**src/rtl/wb_arbiter.sv**
```systemverilog
// rtl/wb_arbiter.sv - register-file write-port arbiter: core writeback vs. queued accelerator results
// Optional starvation guard compiled in with `define WB_STARVE_GUARD_EN.
module wb_arbiter #(
   parameter int DEPTH        = 4,
   parameter int STARVE_LIMIT = 8
) (
   input  logic        clk,
   input  logic        reset,
   input  logic        core_wr_en,
   input  logic [4:0]  core_rd,
   input  logic [31:0] core_data,
   input  logic        acc_valid,
   output logic        acc_ready,
   input  logic [4:0]  acc_rd,
   input  logic [31:0] acc_data,
   output logic        write_reg,
   output logic [4:0]  rd,
   output logic [31:0] data_in,
   output logic [31:0] busy_mask,
   output logic        stall_core
);

   localparam int AW = $clog2(DEPTH);

   if (DEPTH < 2 || (DEPTH & (DEPTH - 1)) != 0) begin : g_bad_depth
      $error("wb_arbiter: DEPTH must be a power of 2 and at least 2");
   end
   if (STARVE_LIMIT < 1) begin : g_bad_limit
      $error("wb_arbiter: STARVE_LIMIT must be at least 1");
   end

   logic [4:0]  rd_mem   [DEPTH];
   logic [31:0] data_mem [DEPTH];
   logic [AW-1:0] wr_ptr;
   logic [AW-1:0] rd_ptr;
   logic [AW:0]   count;

   logic empty;
   logic full;
   logic push;
   logic pop;
   logic core_sel;

   assign empty     = (count == '0);
   assign full      = (count == (AW+1)'(DEPTH));
   assign acc_ready = !reset && !full;

   // x0 results complete the handshake but are never stored.
   assign push      = acc_valid && acc_ready && (acc_rd != 5'd0);
   assign core_sel  = !reset && core_wr_en && (core_rd != 5'd0) && !stall_core;
   assign pop       = !reset && !core_sel && !empty;

   always_comb begin
      write_reg = 1'b0;
      rd        = 5'd0;
      data_in   = 32'd0;
      if (core_sel) begin
         write_reg = 1'b1;
         rd        = core_rd;
         data_in   = core_data;
      end else if (pop) begin
         write_reg = 1'b1;
         rd        = rd_mem[rd_ptr];
         data_in   = data_mem[rd_ptr];
      end
   end

   // Entries are walked from the head; only the first count slots are live.
   always_comb begin
      busy_mask = 32'd0;
      if (!reset) begin
         for (int i = 0; i < DEPTH; i++) begin
            if ((AW+1)'(i) < count) begin
               busy_mask[rd_mem[rd_ptr + AW'(i)]] = 1'b1;
            end
         end
      end
   end

   always_ff @(posedge clk) begin
      if (push) begin
         rd_mem[wr_ptr]   <= acc_rd;
         data_mem[wr_ptr] <= acc_data;
      end
   end

   always_ff @(posedge clk) begin
      if (reset) begin
         wr_ptr <= '0;
         rd_ptr <= '0;
         count  <= '0;
      end else begin
         if (push) begin
            wr_ptr <= wr_ptr + AW'(1);
         end
         if (pop) begin
            rd_ptr <= rd_ptr + AW'(1);
         end
         case ({push, pop})
            2'b10:   count <= count + (AW+1)'(1);
            2'b01:   count <= count - (AW+1)'(1);
            default: count <= count;
         endcase
      end
   end

`ifdef WB_STARVE_GUARD_EN
   localparam int SW = $clog2(STARVE_LIMIT + 1);

   logic [SW-1:0] starve_cnt;

   assign stall_core = !reset && !empty && (starve_cnt == SW'(STARVE_LIMIT));

   // Counts cycles the queue head loses the port to the core.
   always_ff @(posedge clk) begin
      if (reset) begin
         starve_cnt <= '0;
      end else if (pop || empty) begin
         starve_cnt <= '0;
      end else if (core_sel) begin
         starve_cnt <= starve_cnt + SW'(1);
      end
   end
`else
   assign stall_core = 1'b0;
`endif

endmodule

```
**config.mk**
```make
export PLATFORM = sky130hd
export DESIGN_NAME = wb_arbiter
export DESIGN_NICKNAME = d
export VERILOG_FILES = /design/src/rtl/wb_arbiter.sv
export SDC_FILE = /design/constraint.sdc
export NUM_CORES = 1
export LEC_CHECK = 0
export CORE_MARGIN = 8
export CORE_UTILIZATION = 50
export DETAILED_ROUTE_END_ITERATION = 7
export GPL_TIMING_DRIVEN = 0
export HOLD_SLACK_MARGIN = 0.15
export PLACE_DENSITY = 0.78
export REMOVE_ABC_BUFFERS = 1
export SLEW_MARGIN = 20
export SYNTH_ARGS = -nofsm -noshare
export SYNTH_HDL_FRONTEND = slang
export SYNTH_SLANG_ARGS = --single-unit
```
**constraint.sdc**
```tcl
create_clock -name clk -period 3.7 [get_ports clk]
set_clock_uncertainty 0.15 [all_clocks]
set_input_delay 0.74 -clock clk [delete_from_list [all_inputs] [get_ports clk]]
set_output_delay 0.74 -clock clk [all_outputs]
set_load 0.03 [all_outputs]
```
==> flow_summary.yaml <==
outcome:
  outcome: "complete, but fails checks"
  failed_checks: "setup timing"
critical_path:
  crit_path_top_delay_cell: "mux4_1"
  r2r_slack_ps: 1050
  required_ps: 2810
  crit_type: "reg -> out"
  start_kind: "flip-flop"
  arrival_ps: 2810
  rr_worst_depth: 6
  crit_buf_inv: 1
  crit_fanout: 17
  regToRegEndpoint: "data_mem[1][9]"
  endpoint_kind: "primary output"
  path_cells: "mux4_1 > nor2_2 > nand2_1 > a31oi_1 > dlygate4sd2_1"
  cp_top_family: "multiplexers"
  critical_path.max_stage_delay_ps: 720
  rr_startpoint: "count[0]"
worst_hold_path:
  hold_start: "wr_ptr[1]"
  hold_class: "reg -> reg"
  holdPathStages: 2
  min_to: "wr_ptr[1]"
drt:
  postRouteAntennaNets: 0
  drt-total-wl_um: 22600
  drcViolationCount: 0
  wl_per_cell_um: 26.1
  num_vias: 5726
  viasPerCell: 6.60
  drt_first_iter_violations: 675
  drtPass1Iterations: 5
logic_synthesis:
  ys_top_cells_by_area: "edfxtp_1 56%, mux4_2 11%, a22o_1 4.1%"
  syn_inst: 499
  async_flop_share_pct: 0
  synth-seq-cells: 157
  synth_area_leader_cell: "edfxtp_1"
  yosysSeqAreaShare_pct: 58.7
  syn_area_per_cell_um2: 15.8
  synth_ff_type: "edfxtp_1"
  synth.distinct_cells: 43
  synth-edff-count: 148
  synth_area_um2: 7870
  synth_top_area_share_pct: 56.4
  yosys_warnings: 0
floorplan:
  fp.coreArea_um2: 15700
  fp.dieH_um: 141
  rows: 46
  initial_core_util_pct: 50.3
  pin_count: 150
  die_w_um: 141
  dieArea_um2: 20000
power:
  finalPower_mw: 4.40
  leakage_nw: 3.33
  power.density_nw_per_um2: 429
  ir_drop_uv: 365
cts:
  htree_levels: 4
  cts_made_buffers: 17
  clkTransAtPathRegs_ps: 60
  cts-root-buf: "clkbuf_16"
  cts_tree: "done"
  cts.sinks: 157
  clkLatencyLatePin_ps: 420
  clockBufferDepth: 2
sta:
  report.final.slew_viol_count: 0
  hold_viol: 0
  slew_headroom_pct: 40.3
  layout_min_cycle_time_ps: 3700
  finalSetupViolCount: 1
  fin_tns_setup_ps: -0.290
  rsz0062_at_grt: "yes"
  tightest_slew_ps: 896
  post-route-period-util_pct: 100
  max_freq_mhz: 270
  layout_setup_ws_ps: -0.290
final_layout:
  multiInputGateArea_um2: 3220
  seqCellArea_um2: 4640
  utilization_pct: 65.5
  syn_to_final_growth_pct: 30.3
  nets: 725
  postLayoutCellArea_um2: 10300
  nFillCells: 1086
  drive_gt1_share_pct: 30.2
  antenna_cells: 0
placed_design:
  gp_congestion: 0.990
  dp_hpwl_um: 15200
  placed_area_um2: 9640
  io_buffers: 148
global_routing:
  grt_max_degree: 44
  grt_first_pass_wirelength_um: 34500
  antenna_found_initial: 0
  grt.total_usage_pct: 22.7
  grt_pass1_vias: 5909
  globalRouteOverflowTotal: 0
flow_run:
  maxCapViolCount: 0
synth_stat cells (4+ instances only):
master	n
edfxtp_1	148
mux4_2	40
a22o_1	37
a32oi_1	32
a21oi_1	31
clkbuf_1	27
a22oi_1	24
nor2_1	13
nor2b_1	13
and2_1	12
mux4_1	12
nand3_1	12
buf_2	11
dfxtp_1	9
a31oi_1	8
ha_1	8
nand2_1	8
and4bb_2	7
inv_1	7
nor4b_2	5
and4b_1	4
final cells by class:
| class | instances | area share [%] |
|---|---|---|
| Clock inverter | 13 | 1.04 |
| Sequential cell | 157 | 45.2 |
| Clock buffer | 19 | 4.22 |
| Timing Repair Buffer | 163 | 15.2 |
| Multi-Input combinational cell | 293 | 31.4 |
| Inverter | 7 | 0.256 |
| Tap cell | 216 | 2.63 |
cell families (layout without fill, tap and decap cells):
| family | Yosys count | count (layout) | synth area share [%] |
|---|---|---|---|
| fa+ha+maj | 8 | 8 | 1.27 |
| simple gates | 87 | 87 | 7.90 |
| compound gates | 139 | 139 | 13.2 |
| flops | 157 | 157 | 58.7 |
| other cells | 1 | 1 | 0.0476 |
| xor+xnor | 3 | 3 | 0.334 |
| mux | 53 | 55 | 15.6 |
| buf+inv | 51 | 202 | 2.94 |
metrics by stage:
step	hold slack, ps	std cells	setup WS [ps]
global route	386	868	-93.7
global placement	332	819	-2900
finish	359	868	-0.290
floorplan	313	455	-629
CTS	361	867	1.88
detailed placement	361	827	-739
timing repair:
item	in CTS	in global routing
hold endpoints to repair	0	0
setup buffers	5	1
gates cloned	3	0
setup endpoints to repair	69	68
hold buffers	0	0
gates resized for setup	277	41
pin swaps	1	2
flip-flops by register name (all words and copies together) (netlist names), named ones only:
| name | cells |
|---|---|
| rd_mem | 20 |
| rd_ptr | 2 |
| data_mem | 128 |
| wr_ptr | 2 |
| count | 3 |
worst max path at each step:
stage / cells after the start / slack (ps) / from / end
floorplan: 4 / -630 / flip-flop / busy_mask[16]
global placement: 5 / -2900 / reset / rd[0]
detailed placement: 7 / -740 / core_rd[3] / data_in[23]
CTS: 7 / 2 / core_rd[3] / data_in[5]
global route: 5 / -90 / rd_ptr[0] / busy_mask[31]
finish: 5 / -0.3 / rd_ptr[1] / busy_mask[19]
cell usage in the layout, fill, tap and decap left out, drive strengths merged, types with 2 or more instances in the layout:
cell           count
edfxtp           148
buf               52
nor4               3
nor2              13
a22o              37
nand3             12
dfxtp              9
and4b              4
nor4b              6
a22oi             24
and2              12
ha                 8
inv               13
nor2b             13
mux4              54
o21ai              2
nand2              8
xor2               2
clkbuf            26
or3                2
a32oi             32
a31oi              8
dlygate4sd2        8
clkinv             2
clkdlybuf4s15     17
a21oi             31
or4                3
clkinvlp           5
and4bb             7
clkdlybuf4s50     78
power by group:
group | switching (mW) | leakage (nW) | internal [mW]
Clock | 0.713 | 0.249 | 0.871
Combinational | 0.448 | 1.66 | 0.337
Sequential | 0.0366 | 1.42 | 1.99
per-layer routing:
metal	up-vias	wire [um]	global-route usage [%]	share of wire, %
met3	59	2360	7.16	10
met2	388	11000	37.6	49
met4	0	629	8.14	2.8
li1	2423	-	-	-
met1	2856	8640	27.5	38
met5	-	0	0	0
worst reg2reg max path, cell delays in order, from the launching register on:
cell and delay (ps):
dfxtp_1 440, inv_1 90, ha_1 240, a21oi_1 250, o211a_1 300, and2_2 610, buf_16 250
Note: power is estimated with default switching activity, not from simulation.
